**config.mk**
```make
export PLATFORM = sky130hd
export DESIGN_NAME = demux_1x2x32
export DESIGN_NICKNAME = d
export VERILOG_FILES = /design/src/rtl/demux_1x2x32.sv
export SDC_FILE = /design/constraint.sdc
export NUM_CORES = 1
export LEC_CHECK = 0
export CAP_MARGIN = 20
export CORE_MARGIN = 2
export CORE_UTILIZATION = 35
export DETAILED_ROUTE_END_ITERATION = 6
export HOLD_SLACK_MARGIN = 0.1
export PLACE_DENSITY = 0.62
export SLEW_MARGIN = 20
export SYNTH_ARGS = -nofsm -noshare
export SYNTH_HDL_FRONTEND = slang
export SYNTH_SLANG_ARGS = --single-unit
```
**constraint.sdc**
```tcl
create_clock -name clk -period 14.5 [get_ports clk]
set_input_delay 4.35 -clock clk [delete_from_list [all_inputs] [get_ports clk]]
set_output_delay 4.35 -clock clk [all_outputs]
set_load 0.01 [all_outputs]
```
**src/rtl/demux_1x2x32.sv**
```systemverilog
// 1:2 valid/ready stream demux with an independent FIFO per output.
// Optional per-output push counters: define DEMUX_CNT_EN.
module demux_1x2x32 #(
  parameter int WIDTH = 32,
  parameter int DEPTH = 2
`ifdef DEMUX_CNT_EN
  , parameter int CNT_W = 16
`endif
) (
  input  logic             clk,
  input  logic             rst,
  input  logic [WIDTH-1:0] in_data,
  input  logic             in_sel,
  input  logic             in_valid,
  output logic             in_ready,
  output logic [WIDTH-1:0] a_data,
  output logic             a_valid,
  input  logic             a_ready,
  output logic [WIDTH-1:0] b_data,
  output logic             b_valid,
  input  logic             b_ready
`ifdef DEMUX_CNT_EN
  , output logic [CNT_W-1:0] a_count,
  output logic [CNT_W-1:0] b_count
`endif
);

  localparam int PTR_W = (DEPTH > 1) ? $clog2(DEPTH) : 1;
  localparam int CNT_FW = $clog2(DEPTH + 1);

  // Index 0 is output A, index 1 is output B.
  logic [WIDTH-1:0]  r_mem    [2][DEPTH];
  logic [PTR_W-1:0]  r_wr_ptr [2];
  logic [PTR_W-1:0]  r_rd_ptr [2];
  logic [CNT_FW-1:0] r_cnt    [2];

  logic [1:0]        w_push;
  logic [1:0]        w_pop;
  logic [1:0]        w_valid;
  logic [CNT_FW-1:0] w_cnt_sel;

  function automatic logic [PTR_W-1:0] f_next(input logic [PTR_W-1:0] p);
    return (p == PTR_W'(DEPTH - 1)) ? '0 : p + PTR_W'(1);
  endfunction

  // in_ready looks only at registered occupancy, so a full FIFO stays
  // closed even when its consumer pops in the same cycle.
  assign w_cnt_sel  = in_sel ? r_cnt[1] : r_cnt[0];
  assign in_ready   = (w_cnt_sel < CNT_FW'(DEPTH));
  assign w_push[0]  = in_valid && in_ready && !in_sel;
  assign w_push[1]  = in_valid && in_ready && in_sel;
  assign w_valid[0] = (r_cnt[0] != '0);
  assign w_valid[1] = (r_cnt[1] != '0);
  assign w_pop      = w_valid & {b_ready, a_ready};

  assign a_valid = w_valid[0];
  assign b_valid = w_valid[1];
  assign a_data  = w_valid[0] ? r_mem[0][r_rd_ptr[0]] : '0;
  assign b_data  = w_valid[1] ? r_mem[1][r_rd_ptr[1]] : '0;

  always_ff @(posedge clk) begin
    if (rst) begin
      for (int f = 0; f < 2; f++) begin
        r_wr_ptr[f] <= '0;
        r_rd_ptr[f] <= '0;
        r_cnt[f]    <= '0;
      end
    end else begin
      for (int f = 0; f < 2; f++) begin
        if (w_push[f]) r_wr_ptr[f] <= f_next(r_wr_ptr[f]);
        if (w_pop[f])  r_rd_ptr[f] <= f_next(r_rd_ptr[f]);
        case ({w_push[f], w_pop[f]})
          2'b10:   r_cnt[f] <= r_cnt[f] + CNT_FW'(1);
          2'b01:   r_cnt[f] <= r_cnt[f] - CNT_FW'(1);
          default: r_cnt[f] <= r_cnt[f];
        endcase
      end
    end
  end

  // Storage is not reset; stale contents are hidden by the empty mask.
  always_ff @(posedge clk) begin
    if (!rst) begin
      for (int f = 0; f < 2; f++) begin
        if (w_push[f]) r_mem[f][r_wr_ptr[f]] <= in_data;
      end
    end
  end

`ifdef DEMUX_CNT_EN
  logic [CNT_W-1:0] r_count [2];

  always_ff @(posedge clk) begin
    if (rst) begin
      r_count[0] <= '0;
      r_count[1] <= '0;
    end else begin
      for (int f = 0; f < 2; f++) begin
        if (w_push[f]) r_count[f] <= r_count[f] + CNT_W'(1);
      end
    end
  end

  assign a_count = r_count[0];
  assign b_count = r_count[1];
`endif

endmodule

```
==> run metrics <==
number of clock sinks=136; Die Footprint=approximately 16000 sq um; total of max-cap violations=0; Total Routing Usage GR=14.1%; synthesis-stage register bit count=approximately 140; postcts setup bufs=0; Worst Hold End=r_cnt[1][0]$_DFFE_PP_; DR iter-0 viols=160; Synth Net Count=370; switching pwr=about 260 uW; final setup TNS=0 ps; warnings from Yosys=0; Final ANT Viol Nets=0; Peak supply drop=76.6 uV; # IOs=around 110; layout cells sized above 1=approximately a tenth; worst hold stages=1; fin. max-slew vios=0; CTS resizes=0; Post-route DRC=0; clock network power share=between 30% and 40%; final total power=between 1000 and 1500 uW; placed instance count=610; FF+latch area=4080 sq um; RSZ-0062 raised after global routing=no; Slew headroom=between 30 and 40%; wire length on met2=5.41 mm; P&R area growth vs syn=34.1%; clock buffer depth=2; Worst Max-Slew Pin Slew=between 900 and 1000 ps; Skew-Pair Late Insertion Delay=about 410 ps; Worst Hold Launch=r_cnt[1][0]$_DFFE_PP_; status=complete, no violations; Final Hold Viols=0; class of the worst hold path=register to register; Internal=approximately 800 uW; Rows=45; global route overflow=0; Routed met1 length=5.02 mm; Final Instance Count excl. Fillers=roughly 640; Layout Skew=10.4 ps; post-synthesis sequential area ratio=between 70% and 80%; area taken by multi-input logic gates=approximately 1200 sq um; Final setup violation count=0; Yosys cell types=25; Cell Pwr Density=roughly 150 nW/um^2; sequential share of power=a little over two fifths; R2R Path End=r_cnt[1][1]$_DFFE_PP_; Initial Util=between 30% and 40%; first-pass GRT wire length=roughly 17 mm; period utilization=between 70 and 80%; TritonCTS Buffers=17; Mapped Cells=between 300 and 400; CP max FO=3; Net Sw Frac=24.4%; via count=~3000; die height=about 130 um; nets=484; combinational share of power=18.3%; average wire per standard cell=between 15 and 20 um; CTS Hold Buffers Added=0; CTS H-tree lvls=4; Critical Path RT=approximately 10000 ps; Final min period=10150 ps; Root Driver=clkbuf_16; Antenna Cells=0; Reg clk slew, reported paths=50 ps; Lkg Pwr=0.00253 uW; Reg2Reg Setup Slack=11860 ps; Post-Syn Area=5380 sq um; RR Startpoint=r_cnt[1][1]$_DFFE_PP_; DR WL met3=475 um; Detailed Route WL=11.0 mm; Fillers=1321; most frequent cells in the layout=edfxtp_1, clkdlybuf4s50_1, nor2_1; FMAX=0.0985 GHz; chip width=128 um; CP endpoint kind=output port; number of global-route vias before repair=between 3000 and 4000; most common cell after layout, fill and taps aside=edfxtp_1; Worst R2R Path Depth=7; initial antenna violation count=0; Crit Path Class=input pin to output port; CORE AREA=approximately 15000 sq um; worst path arrival time=approximately 5800 ps; top sig layer=met4; syn avg cell area=16.5 sq um; Placer Congestion=approximately 0.7; pin count of the biggest net entering global routing=35; Setup crit start kind=input pin; post-DP HPWL=just under 7 mm; Port Buffer Count=around 100; Initial DRT Pass Iterations=4; Vias/cell=between 4 and 5; TritonCTS clock tree=built
==> power groups by stage <==
stage	Sequential (uW)	Combinational, uW	Clock (uW)
detailed placement	469	197	0
floorplan	460	99.5	0
finish	461	193	405
global route	462	210	430
CTS	461	198	414
global placement	469	195	0
==> worst max path at each step <==
stage / start / endpoint / slack (ps) / depth (start not counted)
floorplan: in_sel / in_ready / 5380 / 2
global placement: in_sel / in_ready / 4360 / 4
detailed placement: in_sel / in_ready / 4350 / 4
CTS: in_sel / in_ready / 4350 / 4
global route: in_sel / in_ready / 4300 / 4
finish: in_sel / in_ready / 4350 / 4
==> cell type report <==
cell class,count,share of cell area [%]
multi-input combinational,164,16.6
clock inverter,12,1.73
inverter,9,0.468
tap,188,3.26
sequential,136,56.6
clock buffer,19,6.00
timing repair buffer,113,15.4
==> cells by family after synthesis <==
group           after synthesis  share of synthesized area [%]
mux                          65                           12.1
flops                       136                           75.9
compound gates                6                          0.767
xor+xnor                      1                          0.418
simple gates                 87                           7.18
buf+inv                      27                           2.46
fa+ha+maj                     5                           1.16
==> metal layers <==
metal	global-route usage, %	vias up
met5	0	-
met4	5.04	0
met3	4.63	14
met2	23.3	82
met1	17.5	1481
li1	-	1434
==> cells in the mapped netlist <==
cell type	instances	area [sq um]
or4b_1	1	10.0
mux2i_1	64	641
buf_4	4	30.0
edfxtp_1	136	4080
buf_2	7	35.0
o21ai_1	1	5.00
nor3b_1	1	7.51
nor3_1	4	20.0
clkbuf_1	6	22.5
nor2_1	69	259
buf_6	1	11.3
nor3b_2	1	12.5
nor4_1	1	6.26
mux2_2	1	11.3
nand3b_1	1	7.51
nand2b_1	5	31.3
o21bai_1	2	15.0
or3b_1	1	8.76
or2_2	1	6.26
inv_1	9	33.8
ha_1	5	62.6
nor4b_1	2	17.5
a211oi_1	2	15.0
xnor3_1	1	22.5
o22ai_1	1	6.26
==> critical path, cell delays in order <==
cell and delay [ps]:
clkdlybuf4s50_1 500, mux2_2 360, inv_1 60, clkdlybuf4s50_1 520
==> state kept, by name, summed over array words and instances, names as in the netlist <==
register	count
r_mem	128
r_rd_ptr	2
r_wr_ptr	2
r_cnt	4
==> stage by stage <==
step | utilization (%) | worst slack (ps) | cell area [sq um] | hold WS (ps)
2_1_floorplan | - | 5380 | 5380 | 531
3_3_place_gp | 44.1 | 4360 | 6660 | 543
3_5_place_dp | 44.1 | 4350 | 6660 | 549
4_1_cts | 47.8 | 4350 | 7220 | 557
5_1_grt | 47.8 | 4300 | 7220 | 575
6_report | 47.8 | 4350 | 7220 | 556
(Power assumes the default switching activity.)
